==> src/rtl/i4002_ram_scanner.sv <==
// Read-only dump engine for one i4002: walks the read port of all four register
// arrays and streams every nibble on a valid/ready interface with reg/addr/last tags.
module i4002_ram_scanner #(
  parameter int unsigned NUM_CHARS  = 16,
  parameter int unsigned NUM_STATUS = 4,
  parameter bit          CONTINUOUS = 1'b0
) (
  input  logic       sysclk,
  input  logic       reset,
  input  logic       start,
  output logic       busy,
  output logic [4:0] ram_addr2,
  input  logic [3:0] ram0_data2_in,
  input  logic [3:0] ram1_data2_in,
  input  logic [3:0] ram2_data2_in,
  input  logic [3:0] ram3_data2_in,
  output logic       out_valid,
  input  logic       out_ready,
  output logic [3:0] out_data,
  output logic [1:0] out_reg,
  output logic [4:0] out_addr,
  output logic       out_last
);

  localparam logic [4:0] LAST_MAIN = 5'(NUM_CHARS - 1);
  localparam logic [4:0] LAST_STAT = 5'(16 + NUM_STATUS - 1);

  typedef enum logic [1:0] {S_IDLE, S_FETCH, S_PRESENT, S_DONE} state_t;

  state_t     state_q, state_d;
  logic [4:0] addr_q, addr_d;
  logic [1:0] reg_q, reg_d;
  logic [3:0] data_q, data_d;
  logic [1:0] oreg_q, oreg_d;
  logic [4:0] oaddr_q, oaddr_d;
  logic       valid_q, valid_d;
  logic       last_q, last_d;

  logic [3:0] rd_nibble;
  logic [4:0] next_addr;
  logic [1:0] next_reg;
  logic       handshake;

  always_ff @(posedge sysclk) begin
    if (reset) begin
      state_q <= S_IDLE;
      addr_q  <= '0;
      reg_q   <= '0;
      data_q  <= '0;
      oreg_q  <= '0;
      oaddr_q <= '0;
      valid_q <= 1'b0;
      last_q  <= 1'b0;
    end else begin
      state_q <= state_d;
      addr_q  <= addr_d;
      reg_q   <= reg_d;
      data_q  <= data_d;
      oreg_q  <= oreg_d;
      oaddr_q <= oaddr_d;
      valid_q <= valid_d;
      last_q  <= last_d;
    end
  end

  assign handshake = valid_q && out_ready;

  always_comb begin
    state_d = state_q;
    case (state_q)
      S_IDLE:    if (start) state_d = S_FETCH;
      S_FETCH:   state_d = S_PRESENT;
      S_PRESENT: if (handshake) state_d = last_q ? S_DONE : S_FETCH;
      S_DONE:    state_d = CONTINUOUS ? S_FETCH : S_IDLE;
    endcase
  end

  always_comb begin
    case (reg_q)
      2'd0:    rd_nibble = ram0_data2_in;
      2'd1:    rd_nibble = ram1_data2_in;
      2'd2:    rd_nibble = ram2_data2_in;
      default: rd_nibble = ram3_data2_in;
    endcase

    // Main range jumps straight to the status window; the final status slot wraps
    // to (reg+1, 0), which after reg 3 lands back on (0, 0) ready for a restart.
    next_reg = reg_q;
    if (addr_q == LAST_MAIN) begin
      next_addr = 5'b10000;
    end else if (addr_q == LAST_STAT) begin
      next_addr = '0;
      next_reg  = reg_q + 2'd1;
    end else begin
      next_addr = addr_q + 5'd1;
    end

    addr_d  = addr_q;
    reg_d   = reg_q;
    data_d  = data_q;
    oreg_d  = oreg_q;
    oaddr_d = oaddr_q;
    valid_d = valid_q;
    last_d  = last_q;
    case (state_q)
      S_IDLE: begin
        if (start) begin
          addr_d = '0;
          reg_d  = '0;
        end
      end
      S_FETCH: begin
        data_d  = rd_nibble;
        oreg_d  = reg_q;
        oaddr_d = addr_q;
        valid_d = 1'b1;
        last_d  = (reg_q == 2'd3) && (addr_q == LAST_STAT);
      end
      S_PRESENT: begin
        if (handshake) begin
          valid_d = 1'b0;
          last_d  = 1'b0;
          addr_d  = next_addr;
          reg_d   = next_reg;
        end
      end
      S_DONE: ;
    endcase
  end

  always_comb begin
    busy      = (state_q == S_FETCH) || (state_q == S_PRESENT);
    ram_addr2 = addr_q;
    out_valid = valid_q;
    out_data  = data_q;
    out_reg   = oreg_q;
    out_addr  = oaddr_q;
    out_last  = last_q;
  end

endmodule

==> config.mk <==
export PLATFORM = sky130hd
export DESIGN_NAME = i4002_ram_scanner
export DESIGN_NICKNAME = d
export VERILOG_FILES = /design/src/rtl/i4002_ram_scanner.sv
export SDC_FILE = /design/constraint.sdc
export NUM_CORES = 1
export LEC_CHECK = 0
export CAP_MARGIN = 20
export CORE_MARGIN = 2
export CORE_UTILIZATION = 45
export CTS_BUF_LIST = sky130_fd_sc_hd__clkbuf_4
export CTS_CLUSTER_SIZE = 24
export DETAILED_ROUTE_END_ITERATION = 12
export GPL_TIMING_DRIVEN = 0
export PLACE_DENSITY = 0.75
export REMOVE_ABC_BUFFERS = 1
export SLEW_MARGIN = 20
export SYNTH_ARGS = -nofsm -noshare
export SYNTH_HDL_FRONTEND = slang
export SYNTH_SLANG_ARGS = --single-unit
==> constraint.sdc <==
create_clock -name sysclk -period 2.09 [get_ports sysclk]
set_input_delay 0.3135 -clock sysclk [delete_from_list [all_inputs] [get_ports sysclk]]
set_output_delay 0.3135 -clock sysclk [all_outputs]
set_load 0.01 [all_outputs]
## Word-level counts from Yosys, hierarchy flattened

Index checks and enable logic that the tools add are counted.

- $add $sub $neg: 2
- Eq/ne operators: 12
- Multiplexer cells: 18
- Reduce and logical (&&, ||, !) cells: 11

Operators by type and width:

| operator | number |
|---|---|
| 5-bit two-way mux | 4 |
| 2-bit two-way mux | 7 |
| 4-bit one-hot mux with 3 select lines | 1 |
| 5-bit one-hot mux with 2 select lines | 1 |
| 2-bit equality test (second input constant) | 4 |
| 2-bit inequality test (second input constant) | 4 |
| 2-bit one-hot mux with 4 select lines | 1 |
| 5-bit by 1-bit adder with 5-bit output (second input constant) | 1 |
| 5-bit by 4-bit equality test with 1-bit output (second input constant) | 1 |
| 5-bit equality test (second input constant) | 1 |
| 5-bit AND reduction | 1 |
| 2-bit by 1-bit equality test with 1-bit output (second input constant) | 2 |
| 2-bit logical NOT | 2 |
| 1-bit one-hot mux with 2 select lines | 2 |
| 2-bit one-hot mux with 2 select lines | 1 |
| 2-bit AND reduction | 2 |
| 2-bit nonzero test | 2 |
| 3-bit AND reduction | 1 |
| 2-bit by 1-bit adder with 2-bit output (second input constant) | 1 |
| 1-bit logical AND | 2 |
| 1-bit logical OR | 1 |
| 1-bit two-way mux | 1 |

- Register bits: 22
- Input bits: 20
- Output and inout port bits: 19
- Logic and storage cells: 51

## Logic depth before layout (Yosys ltp)

- Depth after elaboration: 5
- Depth in mapped cells: 6
- Depth with buffers taken out: 6

## Worst setup path after synthesis

Ideal clock, no wire load.

- Path type: register to register
- Start: register addr_q[0], in the netlist ram_addr2[0]
- End: register addr_q[2], in the netlist ram_addr2[2]
- Library setup time: 0.096 ns
- Data arrival time: 1.755 ns
- Required time: 1.994 ns
- Path slack: 0.239 ns
- Cell stages (with the launch flop): 7
- Buffers on the path: 0
- Clock period less this slack: 1.851 ns
- Path through: dfxtp_1 -> ha_1 -> and3_1 -> ha_1 -> nand2b_1 -> or4_4 -> o41ai_2

- Cells in the longest elaborated chain, start to end: 5
- Elaborated cells between the ends (all ways): 7
- Those cells by class: 1 x add/sub; 2 x eq/ne; 4 x mux

RTL lines:

| item | line | source |
|---|---|---|
| start: declaration | 31 | `logic [4:0] addr_q, addr_d;` |
| start signal: assignment | 56 | `addr_q <= addr_d;` |
| 5-bit by 1-bit adder with 5-bit output or 5-bit equality test (tied branches) | 95, 91 |  |
| 5-bit two-way mux | 91 | `end else if (addr_q == LAST_STAT) begin` |
| 5-bit two-way mux * | 89 | `if (addr_q == LAST_MAIN) begin` |
| 5-bit two-way mux * | 120 | `if (handshake) begin` |
| 5-bit one-hot mux with 2 select lines * | 105 | `case (state_q)` |

Mark *: on every way between the ends. The rest lies on a longest branch, timed or not. The select of a mux whose other input is x is not followed.
A chain may end at the register's enable or synchronous reset.

## Worst setup path in the final report

Same ends and word-level chain as after synthesis.

==> impl_metrics.json <==
{
  "die_area_um2": 3190,
  "finClkSkew_ns": 0.00118,
  "ys_ff_latch": 22,
  "setup_viol": 0,
  "synth_common_cells": "dfxtp_1 (22), ha_1 (11), inv_1 (10), nor2_1 (10)",
  "slew_headroom": 0.409,
  "pre_cts_ws_ns": -0.0787,
  "dr.pass1.iters": 4,
  "final_area_um2": 1680,
  "rsz0062_at_grt": "no",
  "drv_cap": 0,
  "cp-end-kind": "register",
  "cpPeakStageDelay_ns": 0.44,
  "p_leak_nw": 0.641,
  "synth_edf_count": 0,
  "tritoncts": "yes",
  "yosysUniqueCellTypes": 38,
  "synth-seq-area-share": 0.355,
  "antenna_found_initial": 0,
  "placeableCoreArea_um2": 2690,
  "path_class": "register to register",
  "postSynthAreaPerCell_um2": 9.39,
  "synth_mux_area_frac": 0.0646,
  "dpl_cell_area_um2": 1640,
  "crit_chain": "ha_1 > and3_1 > ha_1 > nand2b_1 > or4_4 > o41ai_2",
  "rows": 19,
  "chipWidth_um": 56.5,
  "cts.path.max_buffers": 2,
  "grt_overflow": 0,
  "synth_xor_area_frac": 0,
  "start_util": 0.462,
  "route.vias.total": 1177,
  "drc_errors": 0,
  "diodes": 0,
  "clk_pin_slew_ns": 0.12,
  "synthCells": 132,
  "worst_skew_pair.late_latency_ns": 0.31,
  "yosys-top-cells-area": "dfxtp_1 (36%), ha_1 (11%), mux2i_1 (6.5%), a21oi_1 (3.2%), inv_1 (3.0%)",
  "yosysTopAreaCell": "dfxtp_1",
  "cts.repair.resized": 1,
  "grt_usage": 0.202,
  "cp.required_ns": 2.31,
  "status": "complete, no violations",
  "cts.sinks": 22,
  "critical-path-slowest-cell": "or4_4",
  "cts_hold_buf": 0,
  "cellPowerDensity_nw_per_um2": 830,
  "fmax_mhz": 505,
  "yosys.area_share.simple": 0.203,
  "die_y_um": 56.5,
  "grt_pass1_wl_um": 5150,
  "ant_nets": 0,
  "synth_top_area_frac": 0.355,
  "yosysMostFrequentCell": "dfxtp_1",
  "total_power_mw": 1.40,
  "yosys_warnings": 0,
  "async_flop_share": 0,
  "portBuffers": 38,
  "avgViaCountPerCell": 5.89,
  "area_growth_syn_to_layout_pct": 35.7,
  "cts_setup_buffers": 0,
  "post-dp-hpwl_um": 2170,
  "synth_area_um2": 1240,
  "min_period_ns": 1.98,
  "min_period_over_period": 0.948,
  "drive_above_1_share": 0.0533,
  "drtIter0Drc": 53,
  "startpoint_type": "register",
  "crit_path_frequent_cell": "ha_1",
  "synth_top_flop_cell": "dfxtp_1",
  "grt_max_degree": 25,
  "wl_per_cell_um": 15.3,
  "setup_ws_ns": 0.109,
  "worstHoldPathType": "register to register",
  "cts.htree.levels": 1,
  "cp_max_fo": 6,
  "worstPathArrival_ns": 2.20,
  "grt_pass1_vias": 1137,
  "totalWireLength_um": 3050,
  "gp_congestion": 0.878,
  "maxSlewViolCount": 0,
  "ioPinCount": 39,
  "fin_nets": 201,
  "synth_top_family_by_area": "compound AO/OA/AOI/OAI gates",
  "hold_violations": 0,
  "peakVddDrop_mv": 0.795,
  "synth_compound_area_frac": 0.220,
  "cts_buffers": 3,
  "cts_root_buf": "clkbuf_4",
  "worst_pin_slew_ns": 0.884,
  "synthAdderAreaFrac": 0.111
}
layout by cell type, fill, tap and decap left out, types with 2 or more instances in the layout:
master / n
a21oi_1: 8
nand2b_1: 6
nand3_1: 2
ha_1: 10
clkdlybuf4s50_1: 38
dfxtp_1: 21
nand4_1: 4
a311oi_1: 2
a21o_1: 4
nand3b_1: 3
clkbuf_4: 3
nand2_1: 3
inv_1: 10
nor2b_1: 3
o211ai_1: 2
nand4b_1: 2
nor2_1: 10
mux2i_1: 8
o311ai_1: 2
o221ai_1: 4
a22o_1: 4
worst max-delay path, delay by kind of cell (launching register included):
kind / cells / cell delay [ns]
and+or+nand+nor: 3 / 0.80
adders and majority gates: 2 / 0.49
AOI/OAI and AO/OA: 1 / 0.22
DFF: 1 / 0.37
kinds of logic (layout without fill, tap and decap cells):
kind of cell / after synthesis / after routing
mux: 8 / 8
simple gates: 41 / 41
flops: 22 / 22
buf+inv: 15 / 52
fa+ha+maj: 11 / 11
compound gates: 35 / 35
report_power, final:
part	total, mW	internal, mW	switching, mW
registers	0.532	0.479	0.0534
logic	0.662	0.332	0.330
clock network	0.202	0.0699	0.132
total	1.40	0.881	0.515
per-layer routing:
layer / vias to the layer above / GRT usage / part of all wire
li1: 567 / - / -
met3: 11 / 0.0346 / 0.059
met1: 547 / 0.252 / 0.43
met5: - / 0 / 0
met2: 52 / 0.347 / 0.48
met4: 0 / 0.0714 / 0.023
final cells by class:
type / count / area [um^2]
tap: 31 / 38.8
sequential: 22 / 442
clock buffer: 3 / 22.5
fill: 245 / 1000
inverter: 10 / 37.5
timing repair buffer: 38 / 380
multi-input combinational: 95 / 758
clock inverter: 1 / 3.75
path summary, 6_finish.rpt:
check | startpoint | to | slack, ns | cells past startpoint
setup / recovery | ram_addr2[0] | ram_addr2[2] | 0.11 | 6
setup reg to reg | ram_addr2[0] | ram_addr2[2] | 0.11 | 6
hold / removal | out_data[3] | out_data[3] | 0.48 | 2
hold reg to reg | out_data[3] | out_data[3] | 0.48 | 2
per-stage QoR:
| stage | utilization | hold slack (ns) | cells | TNS (ns) |
|---|---|---|---|---|
| 3_5_place_dp | 0.610 | 0.462 | 196 | -0.212 |
| 5_1_grt | 0.626 | 0.503 | 200 | 0 |
| 6_report | 0.626 | 0.479 | 200 | 0 |
| 4_1_cts | 0.621 | 0.482 | 200 | 0 |
| 2_1_floorplan | - | 0.383 | 127 | 0 |
| 3_3_place_gp | 0.610 | 0.456 | 196 | -0.0596 |
Note: power is estimated with default switching activity, not from simulation.
